[config.mk]
export PLATFORM = sky130hd
export DESIGN_NAME = pinmux_wkup_detector
export DESIGN_NICKNAME = d
export VERILOG_FILES = /design/src/rtl/pinmux_wkup_detector.sv
export SDC_FILE = /design/constraint.sdc
export NUM_CORES = 1
export LEC_CHECK = 0
export ABC_AREA = 1
export CORE_ASPECT_RATIO = 1.25
export CORE_UTILIZATION = 56
export CTS_CLUSTER_DIAMETER = 200
export DETAILED_ROUTE_END_ITERATION = 10
export DONT_BUFFER_PORTS = 1
export HOLD_SLACK_MARGIN = 0.03
export PLACE_DENSITY = 0.72
export SYNTH_ARGS = -nofsm -noshare
export SYNTH_HDL_FRONTEND = slang
export SYNTH_SLANG_ARGS = --single-unit
[constraint.sdc]
create_clock -name clk_i -period 1.5 [get_ports clk_i]
set_input_delay 0.3 -clock clk_i [delete_from_list [all_inputs] [get_ports clk_i]]
set_output_delay 0.3 -clock clk_i [all_outputs]
set_load 0.02 [all_outputs]
[src/rtl/pinmux_wkup_detector.sv]
// Per-pad wakeup detector: synchronizer, optional debounce filter,
// then edge or timed-level detection feeding a sticky wakeup flag.
module pinmux_wkup_detector #(
    parameter int CntWidth   = 8,
    parameter int FiltCycles = 4
) (
    input  logic                clk_i,
    input  logic                rst_ni,
    input  logic                en_i,
    input  logic [2:0]          mode_i,
    input  logic                filter_en_i,
    input  logic [CntWidth-1:0] cnt_th_i,
    input  logic                clr_i,
    input  logic                pad_i,
    output logic                event_o,
    output logic                wkup_o
);

    typedef enum logic [2:0] {
        POSEDGE    = 3'd0,
        NEGEDGE    = 3'd1,
        ANYEDGE    = 3'd2,
        TIMED_HIGH = 3'd3,
        TIMED_LOW  = 3'd4
    } mode_e;

    localparam int SW = (FiltCycles > 2) ? $clog2(FiltCycles) : 1;
    localparam logic [SW-1:0] STAB_MAX = SW'(FiltCycles - 1);

    logic                sync1_q;
    logic                sync_q;
    logic [SW-1:0]       stab_q;
    logic [SW-1:0]       stab_d;
    logic                filt_q;
    logic                prev_q;
    logic [CntWidth-1:0] cnt_q;
    logic [CntWidth-1:0] cnt_d;
    logic [2:0]          mode_q;
    logic                event_d;
    logic                event_q;
    logic                wkup_q;
    logic [CntWidth-1:0] th;
    logic [CntWidth:0]   cnt_inc;
    logic                mode_chg;
    logic                target;
    mode_e               mode;

    assign mode     = mode_e'(mode_i);
    assign mode_chg = (mode_i != mode_q);
    assign th       = (cnt_th_i == '0) ? CntWidth'(1) : cnt_th_i;
    assign cnt_inc  = {1'b0, cnt_q} + {{CntWidth{1'b0}}, 1'b1};
    assign target   = (mode == TIMED_HIGH);

    // Stability count restarts when the sample entering sync_q differs
    always_comb begin
        stab_d = stab_q;
        if (sync1_q != sync_q) begin
            stab_d = '0;
        end else if (stab_q != STAB_MAX) begin
            stab_d = stab_q + SW'(1);
        end
    end

    always_comb begin
        event_d = 1'b0;
        cnt_d   = '0;
        if (en_i && !mode_chg) begin
            case (mode)
                POSEDGE: event_d = filt_q & ~prev_q;
                NEGEDGE: event_d = ~filt_q & prev_q;
                ANYEDGE: event_d = filt_q ^ prev_q;
                TIMED_HIGH, TIMED_LOW: begin
                    if (filt_q == target) begin
                        cnt_d   = (cnt_q < th) ? cnt_inc[CntWidth-1:0] : th;
                        event_d = (cnt_inc == {1'b0, th});
                    end
                end
                default: begin
                    event_d = 1'b0;
                    cnt_d   = '0;
                end
            endcase
        end
    end

    always_ff @(posedge clk_i or negedge rst_ni) begin
        if (!rst_ni) begin
            sync1_q <= 1'b0;
            sync_q  <= 1'b0;
            stab_q  <= '0;
            filt_q  <= 1'b0;
            prev_q  <= 1'b0;
            cnt_q   <= '0;
            mode_q  <= 3'd0;
            event_q <= 1'b0;
            wkup_q  <= 1'b0;
        end else begin
            sync1_q <= pad_i;
            sync_q  <= sync1_q;
            stab_q  <= stab_d;
            if (!filter_en_i || stab_q == STAB_MAX) begin
                filt_q <= sync_q;
            end
            prev_q  <= filt_q;
            cnt_q   <= cnt_d;
            mode_q  <= mode_i;
            event_q <= event_d;
            wkup_q  <= (wkup_q & ~clr_i) | event_q;
        end
    end

    assign event_o = event_q;
    assign wkup_o  = wkup_q;

endmodule

# Word-level counts from Yosys, hierarchy flattened
# Index checks and enable logic that the tools add are counted.
# classes
bitwise_logic	8
addsub	2
reduce_logical	8
n_mux	10
n_eq_ne	10
magnitude_cmp	1
# op_table
cell	n
8-bit two-way mux	5
8-bit by 1-bit adder with 9-bit output, second input constant	1
9-bit by 8-bit == test with 1-bit output	1
8-bit zero test	1
8-bit < comparator	1
3-bit by 2-bit == test with 1-bit output, second input constant	2
2-bit two-way mux	2
1-bit case mux with 4 select lines	1
1-bit AND	3
3-bit by 1-bit == test with 1-bit output, second input constant	1
3-bit == test, second input constant	1
3-bit zero test	1
3-bit != test	1
1-bit NOT	3
2-bit by 1-bit adder with 2-bit output, second input constant	1
2-bit == test, second input constant	1
1-bit zero test	2
1-bit two-way mux	2
2-bit != test, second input constant	1
2-bit nonzero test	1
2-bit OR reduction	1
1-bit == test	1
1-bit logical AND	1
1-bit logical OR	1
other kinds (3)	3
# totals
register_bits	19
inputBits	17

# Logic depth before layout (Yosys ltp)
# depth
depth_word	7
depth_mapped	14
mapped_depth_nobuf	14

# Worst setup path before layout
# Ideal clock, no wire load.
# synth_timing
kind	input to register
from	in cnt_th_i[1]
to	reg cnt_q[3]
stages	13
path_buffers	1
setup_slack_ns	-0.194
setup_time_ns	0.078
t_arrival_ns	1.616
path_cell_list	inv_1 -> nand3_1 -> nor3_1 -> a31o_2 -> ha_1 -> inv_1 -> a21oi_1 -> o21ai_1 -> nand4_1 -> nand2_1 -> clkbuf_1 -> o21ai_1 -> a21oi_1
# synth_between
elab_chain_len	7
# synth_rtl
item	line	source
from (decl)	12	input logic [CntWidth-1:0] cnt_th_i,
8-bit zero test	50	assign th = (cnt_th_i == '0) ? CntWidth'(1) : cnt_th_i;
8-bit two-way mux *	50	
8-bit < comparator	74	cnt_d = (cnt_q < th) ? cnt_inc[CntWidth-1:0] : th;
8-bit two-way mux *	74	
8-bit two-way mux *	73	if (filt_q == target) begin
8-bit two-way mux *	68	case (mode)
8-bit two-way mux *	67	if (en_i && !mode_chg) begin
net cnt_d[3]	37	logic [CntWidth-1:0] cnt_d;
to (signal assigned)	105	cnt_q <= cnt_d;
to (decl)	36	logic [CntWidth-1:0] cnt_q;
# The timed path passes the listed nets; every way through them passes the cells marked *.
# A chain may end at the register's enable or synchronous reset.

# Worst setup path in the final report
# layout_timing
from	reg cnt_q[1]
to	reg cnt_q[3]
# layout_between
elab_chain_len	5
word_cells_on_any_way	6
classes_between	add/sub: 1; order compare: 1; mux: 4
# layout_rtl
item	line
8-bit by 1-bit adder with 9-bit output or 8-bit < comparator (tied branches)	51, 74
8-bit two-way mux *	74
8-bit two-way mux *	73
8-bit two-way mux *	68
8-bit two-way mux *	67
net cnt_d[3]	37
# Marked as above.

==> impl_metrics.tcl <==
set metrics [dict create \
    outcome "finished with violations" \
    violations "setup timing" \
    p_per_area_nw_per_um2 604 \
    finalSetupViolCount 9 \
    pre_cts_ws_ns -0.268 \
    layout.cells.non_filler 238 \
    drive_gt1_share_pct 31.9 \
    drv_slew 0 \
    ir_worst_vdd_mv 0.651 \
    drt_wl_total_mm 3.03 \
    grt_max_degree 20 \
    hold_viol 0 \
    synthFlopType "dfrtp_1" \
    cts.sinks 19 \
    switching_share_pct 28.3 \
    nNetsFinal 237 \
    yosysTopAreaCellShare_pct 36.0 \
    place_hpwl_mm 2.31 \
    crit_path_end_kind "flip-flop" \
    hold_slack_ns 0.0786 \
    drtIter0Drc 31 \
    pwr-share-seq_pct 55.3 \
    grt-ovfl-total 0 \
    placed_cells 226 \
    multi_input_area_sq_um 845 \
    fmax_ghz 0.613 \
    cts_made_buffers 3 \
    critPathKind "flip-flop to flip-flop" \
    cp_slowest_cell "dfrtp_1" \
    netlist_area_sq_um 1320 \
    cts_max_level 1 \
    synth_seq_cells 19 \
    portBuffers 0 \
    cpPeakStageDelay_ns 0.43 \
    path_clk_slew_ns 0.11 \
    die_width_um 45.5 \
    cp.arrival_ns 1.86 \
    worst_slack_ns -0.132 \
    insertion_delay_ns 0.30 \
    synth_edf_count 0 \
    synthesis.nets 207 \
    drc 0 \
    die_h_um 56.3 \
    crit_family "flip-flops" \
    cp.required_ns 1.73 \
    cts_max_path_buffers 2 \
    synth_most_common_cell "nand2_1" \
    wl_per_cell_um 12.7 \
    hold_path.class "input pin to flip-flop" \
    power_mw 1.05 \
    cts_tree "yes" \
    vias 1239 \
    num-fill-cells 159 \
    tightest_slew_ns 0.918 \
    period_minus_slack_ns 1.63 \
    diodes 0 \
    seqCellArea_sq_um 475 \
    io_pins 19 \
    fp.dieArea_sq_um 2560 \
    fin_crit_sh_pct 109 \
    rows 19 \
    intPower_mw 0.753 \
    max_slew_margin_pct 38.6 \
    synth_top_area_cell "dfrtp_1" \
    switchingPower_mw 0.297 \
    path_buf_inv 2 \
    vias_per_cell 5.21 \
    first_pass_iters 4 \
    skew_ns 0.00564 \
    synth.yosys.warnings 0 \
    area_delta_synth_final_pct 31.5 \
    ys_types 31 \
    grt_pass1_vias 1248 \
    yosysSeqAreaShare_pct 36.0 \
    grt_antenna_before_repair 0 \
    synth_cells 178 \
    initial_utilization_pct 59.8 \
    p_comb_share_pct 19.9 \
    synthTopCellsByCount "nand2_1 (37), inv_1 (25), nor2_1 (20)" \
    crit_chain "ha_1 -> a21oi_1 -> o21ai_1 -> nand4_1 -> nand2_2 -> buf_6 -> buf_4 -> a21oi_2" \
    p_leak_nw 0.876 \
    setup.worst_path.start_class "flip-flop" \
    clockPowerShare_pct 24.8 \
    fin_util_pct 78.7 \
    synthArstFlopShare_pct 100 \
    rsz0062_at_grt "yes" \
    max-cap-violations 0 \
    root_buffer "clkbuf_4" \
    grt_first_pass_wirelength_mm 4.99 \
    synthTopCellsByArea "dfrtp_1 (36%), ha_1 (11%), nand2_1 (11%)" \
    coreArea_sq_um 2210 \
    gp_congestion 0.896 \
    grt_use_total_pct 27.0 \
    synth.avg_cell_area_sq_um 7.43 \
    antenna_left 0 \
    worstPathMaxFanout 7 \
]
## worst reg2reg max path: stages (launching register included)
cell and delay [ns]:
dfrtp_1 0.43, ha_1 0.31, a21oi_1 0.13, o21ai_1 0.09, nand4_1 0.10, nand2_2 0.09
buf_6 0.15, buf_4 0.13, a21oi_2 0.13
## through the flow
step | TNS (ns) | cell area [sq um]
after global routing | -1.91 | 1740
after floorplan | -0.910 | 1390
after detailed placement | -2.18 | 1550
after CTS | -0.194 | 1660
final | -0.634 | 1740
after global placement | -1.56 | 1550
## worst paths after layout
check	start	to	slack, ns	depth (start not counted)
min in group asynchronous	rst_ni	cnt_q[5]	0.57	1
worst min register to register	sync1_q	sync_q	0.42	0
worst max-delay path	cnt_q[1]	cnt_q[3]	-0.13	8
worst max register to register	cnt_q[1]	cnt_q[3]	-0.13	8
max in group asynchronous	rst_ni	cnt_q[1]	0.37	1
worst min-delay path	clr_i	wkup_o	0.08	1
## cell usage in the layout, fill, tap and decap left out, types with 6 or more instances in the layout
cell,Yosys,final
nand2_1,37,36
buf_4,0,20
ha_1,12,9
dfrtp_1,19,19
a21oi_1,11,8
nor2_2,3,6
nor2_1,20,17
inv_1,25,19
inv_2,5,8
nand3_1,9,6
## cell families after synthesis
family	after synthesis	synth area share, %
buffers and inverters	31	8.80
DFF	19	36.0
adders and majority gates	12	11.4
AOI/OAI and AO/OA	30	13.1
xor gates and xnor gates	4	2.65
and+or+nand+nor	82	28.2
## cell type report
type                    count  area share (%)
inverters                  30            8.20
flip-flops and latches     19            27.3
clock buffers               4            1.51
well taps                  31            2.23
multi-input cells         128            48.6
repair buffers             26            12.2
## power groups by stage
stage                     clock network (mW)  registers (mW)  logic, mW
after floorplan                            0           0.585      0.140
after global placement                     0           0.588      0.172
after detailed placement                   0           0.592      0.181
after CTS                              0.274           0.581      0.206
after global routing                   0.294           0.585      0.247
final                                  0.260           0.580      0.209
## layer usage
metal / vias up / wire length (um) / share of wire [%] / track usage (%)
met3: 6 / 88 / 2.9 / 4.82
met1: 580 / 1210 / 40 / 28.9
met2: 17 / 1660 / 55 / 50.0
li1: 636 / - / - / -
met4: 0 / 70 / 2.3 / 9.09
met5: - / 0 / 0 / 0
## timing repair
item	4_1_cts	5_1_grt
setup endpoints to repair	9	9
buffers inserted	1	2
resized for setup	8	17
pin swaps	5	9
hold buffers	5	0
hold endpoints to repair	23	0
## registers in the layout, summed over array words and instances (netlist names)
name	count
mode_q	3
wkup_o	1
filt_q	1
sync_q	1
event_o	1
sync1_q	1
stab_q	2
cnt_q	8
prev_q	1
Note: power is estimated with default switching activity, not from simulation.
